===== config.mk =====
export PLATFORM = sky130hd
export DESIGN_NAME = nt_misr
export DESIGN_NICKNAME = d
export VERILOG_FILES = /design/src/rtl/nt_sig_pkg.sv /design/src/rtl/nt_misr.sv
export SDC_FILE = /design/constraint.sdc
export NUM_CORES = 1
export LEC_CHECK = 0
export ABC_AREA = 1
export CAP_MARGIN = 20
export CORE_AREA = 2 2 44 46
export CTS_CLUSTER_SIZE = 25
export DETAILED_ROUTE_END_ITERATION = 8
export DIE_AREA = 0 0 46 48
export PLACE_DENSITY = 0.72
export SYNTH_ARGS = -nofsm -noshare
export SYNTH_HDL_FRONTEND = slang
export SYNTH_SLANG_ARGS = --single-unit
export TNS_END_PERCENT = 20

===== constraint.sdc =====
create_clock -name clk_i -period 1.14 [get_ports clk_i]
set_input_delay 0.285 -clock clk_i [delete_from_list [all_inputs] [get_ports clk_i]]
set_output_delay 0.285 -clock clk_i [all_outputs]
set_load 0.005 [all_outputs]

===== src/rtl/nt_sig_pkg.sv =====
// rtl/nt_sig_pkg.sv - shared state encoding, default polynomials/seed and the Galois step function
package nt_sig_pkg;

  typedef enum logic [1:0] {
    IDLE  = 2'd0,
    FLUSH = 2'd1,
    RUN   = 2'd2,
    DONE  = 2'd3
  } state_e;

  localparam logic [15:0] DEF_LFSR_POLY = 16'h002D;
  localparam logic [15:0] DEF_MISR_POLY = 16'h002D;
  localparam logic [15:0] DEF_LFSR_SEED = 16'hACE1;

  // Width-generic Galois shift: callers size-cast the result down to their own register width.
  function automatic logic [63:0] lfsr_step(input logic [63:0] value,
                                            input logic [63:0] poly,
                                            input int          width);
    logic [63:0] mask;
    logic [63:0] nxt;
    mask = (64'd1 << width) - 64'd1;
    nxt  = (value << 1) ^ (value[width-1] ? poly : 64'd0);
    return nxt & mask;
  endfunction

endpackage


===== src/rtl/nt_misr.sv =====
// rtl/nt_misr.sv - single-input MISR compacting one response bit per enabled cycle
module nt_misr
  import nt_sig_pkg::*;
#(
  parameter int               SIG_W = 16,
  parameter logic [SIG_W-1:0] POLY  = SIG_W'(DEF_MISR_POLY)
) (
  input  logic             clk_i,
  input  logic             rst_i,
  input  logic             clear,
  input  logic             enable,
  input  logic             din,
  output logic [SIG_W-1:0] sig
);

  logic [SIG_W-1:0] sig_d;

  always_comb begin
    sig_d = SIG_W'(lfsr_step(64'(sig), 64'(POLY), SIG_W)) ^ SIG_W'(din);
  end

  always_ff @(posedge clk_i) begin
    if (rst_i || clear) begin
      sig <= '0;
    end else if (enable) begin
      sig <= sig_d;
    end
  end

endmodule


==> results.md <==
* Outcome: finished clean
* Post-Syn Area at around 740 um^2
* Crit. End Element: output port
* Post-DRT Antenna Nets at 0
* Initial Utilization at 43.56%
* Path type of the worst setup path: reg -> out
* Power Density at 988.7 nW/um^2
* Flops & latches, synth at 16
* Fmax at 905.1 MHz
* Final setup vio count at 0
* Pin count of the biggest net entering global routing at 21
* Leakage at 0.0004757 uW
* Hold Crit Class: reg -> reg
* First-pass GRT wire length at 2201 um
* Final Hold Fails at 0
* Warnings from Yosys at 0
* DRT Pass-1 Iters at 4
* Final clock skew at 3.850 ps
* Max-cap violation count at 0
* Place WS at -197.1 ps
* RSZ-0062 raised after global routing: false
* Share of cells above drive strength 1 at around a third
* Clk sink count at 16
* Seq/Total Area, Yosys at 43.54%
* GRT Util Overall at 13.88%
* Reg2Reg Depth at 6
* DP HPWL at about 910 um
* Post-DR vias/cell at about 4.5
* Max reg flops at 16
* Fill count at approximately 160
* Via count at between 600 and 700
* CORE AREA at 1689 um^2
* Worst path cell trace: clkdlybuf4s15_1
* Post-DP Area at 996.0 um^2
* Synth unique cells at 9
* Drt drc at 0
* CP Buf/Inv Count at 1
* Wire per inst at 8.705 um
* Fin crit period at 1105 ps
* CTS tree: done
* Critical-path top delay cell: dfxtp_2
* GR Overflow Total at 0
* IO buf count at 20
* Area Growth Syn to Fin at 41.33%
* # IOs at 21
* Crit path max-delay family: flip-flops
* Die Width at 46 um
* Most flop-heavy register: sig
* Register area at 340.3 um^2
* Root buf cell: clkbuf_4
* Post-synthesis area per instance at 7.007 um^2
* Worst-path clk slew at 90 ps
* Crit path max fanout at 2
* Diode count at 0
* Slew @ Worst Pin at 331.3 ps
* Final setup margin at 35.10 ps
* CTS buffer count at 3
* Die Span Y at 48 um
* DRT Wirelength at 1297 um
* Pins Over Slew Limit at 0
* GPL Wtd Cong at 0.7662
* Worst vdd ir at 0.4722 mV
* Die Area at 2208 um^2
* Gate Count Post-Synth at between 100 and 150
* R2R setup slack at between 200 and 300 ps
* Drt initial violations at 10
* Syn nets at between 100 and 150
* Critical path arrival at 820 ps
* Final Cell Area at between 1000 and 1500 um^2
* CTS Buffer Depth at 2
* Cell Rows at 15
* Critical path depth in cells at 1
* H-tree depth at 1
* Fin crit share at 96.92%
* Hold path cells at 3
* CP required at 850 ps
* Largest regs: sig (16)
* Footprint of the multi-input gates at 249.0 um^2
* CP max stage delay at 340 ps
* # nets final at ~140
* CP startpoint kind: register
* Vias in the first global route at 567
* Clock Latency Late Sink at ~280 ps
* Relative slew margins at 77.89%
* Initial antenna violation count at 0
-- tightest hold or removal path: cells and delay by family (launching register included) --
| kind | cells | cell delay (ps) |
|---|---|---|
| AND/OR/NAND/NOR | 1 | 50 |
| AO/OA/AOI/OAI | 1 | 50 |
| flip-flops | 1 | 330 |
| buffers and inverters | 1 | 130 |
-- final cells by class --
type / count / area share, %
Multi-Input combinational cell: 61 / 23.95
Inverter: 12 / 4.332
Clock buffer: 4 / 3.490
Sequential cell: 16 / 32.73
Timing Repair Buffer: 39 / 33.45
Tap cell: 17 / 2.046
-- stage by stage --
step / hold WS, ps / utilization, % / std cells / setup TNS [ps] / total power, uW
floorplan: 449.7 / - / 105 / 0 / 635.0
global placement: 567.0 / 58.96 / 144 / -2510 / 677.8
detailed placement: 571.6 / 58.96 / 144 / -2693 / 678.8
CTS: 584.0 / 62.59 / 149 / -13.15 / 1036
global route: 612.5 / 61.56 / 149 / 0 / 1066
finish: 581.3 / 61.56 / 149 / 0 / 1028
-- power breakdown --
part / internal [uW] / total (uW) / leakage, uW / switching, uW
Clock: 194 / 365 / 0.0000210 / 171
Sequential: 565 / 568 / 0.000137 / 2.77
Combinational: 50.7 / 95.1 / 0.000318 / 44.4
-- layout by cell type, fill, tap and decap left out --
cell and count:
clkbuf_2 4, a21oi_1 12, nor2_1 8, clkdlybuf4s50_1 4
nand2_1 37, inv_1 12, buf_4 17, clkdlybuf4s15_1 12
clkbuf_8 1, nand3_1 4, buf_12 2, clkbuf_4 3
dfxtp_2 16
-- worst paths after layout --
path / endpoint / from
worst max-delay path: sig[4] / sig[4]$_SDFFE_PP0P_
worst min-delay path: sig[15]$_SDFFE_PP0P_ / sig[14]$_SDFFE_PP0P_
worst max register to register: sig[5]$_SDFFE_PP0P_ / sig[4]$_SDFFE_PP0P_
worst min register to register: sig[15]$_SDFFE_PP0P_ / sig[14]$_SDFFE_PP0P_
-- synthesized netlist by cell type --
| cell | n | area share [%] |
|---|---|---|
| buf_4 | 14 | 14 |
| buf_6 | 1 | 1.5 |
| buf_2 | 1 | 0.68 |
| inv_1 | 12 | 6.1 |
| nor2_1 | 8 | 4.1 |
| a21oi_1 | 12 | 8.2 |
| nand2_1 | 37 | 19 |
| dfxtp_1 | 16 | 44 |
| nand3_1 | 4 | 2.7 |
-- cell families after synthesis --
group	after synthesis	synth area share [%]
AND/OR/NAND/NOR	49	25.68
buffers and inverters	28	22.62
flip-flops	16	43.54
AO/OA/AOI/OAI	12	8.164
-- repair_timing --
item                                    CTS  global route
hold buffers                              0             0
buffers inserted                          1             0
pin swaps                                 0             0
endpoints found under the setup margin   16             4
resized for setup                        46             6
-- per-layer routing --
layer	global-route usage, %	vias to the layer above	part of all wire, %
met5	0	-	0
met4	6.857	0	1.9
li1	-	357	-
met1	17.42	285	47
met2	21.94	18	45
met3	3.774	4	5.9
Note: power is estimated with default switching activity, not from simulation.
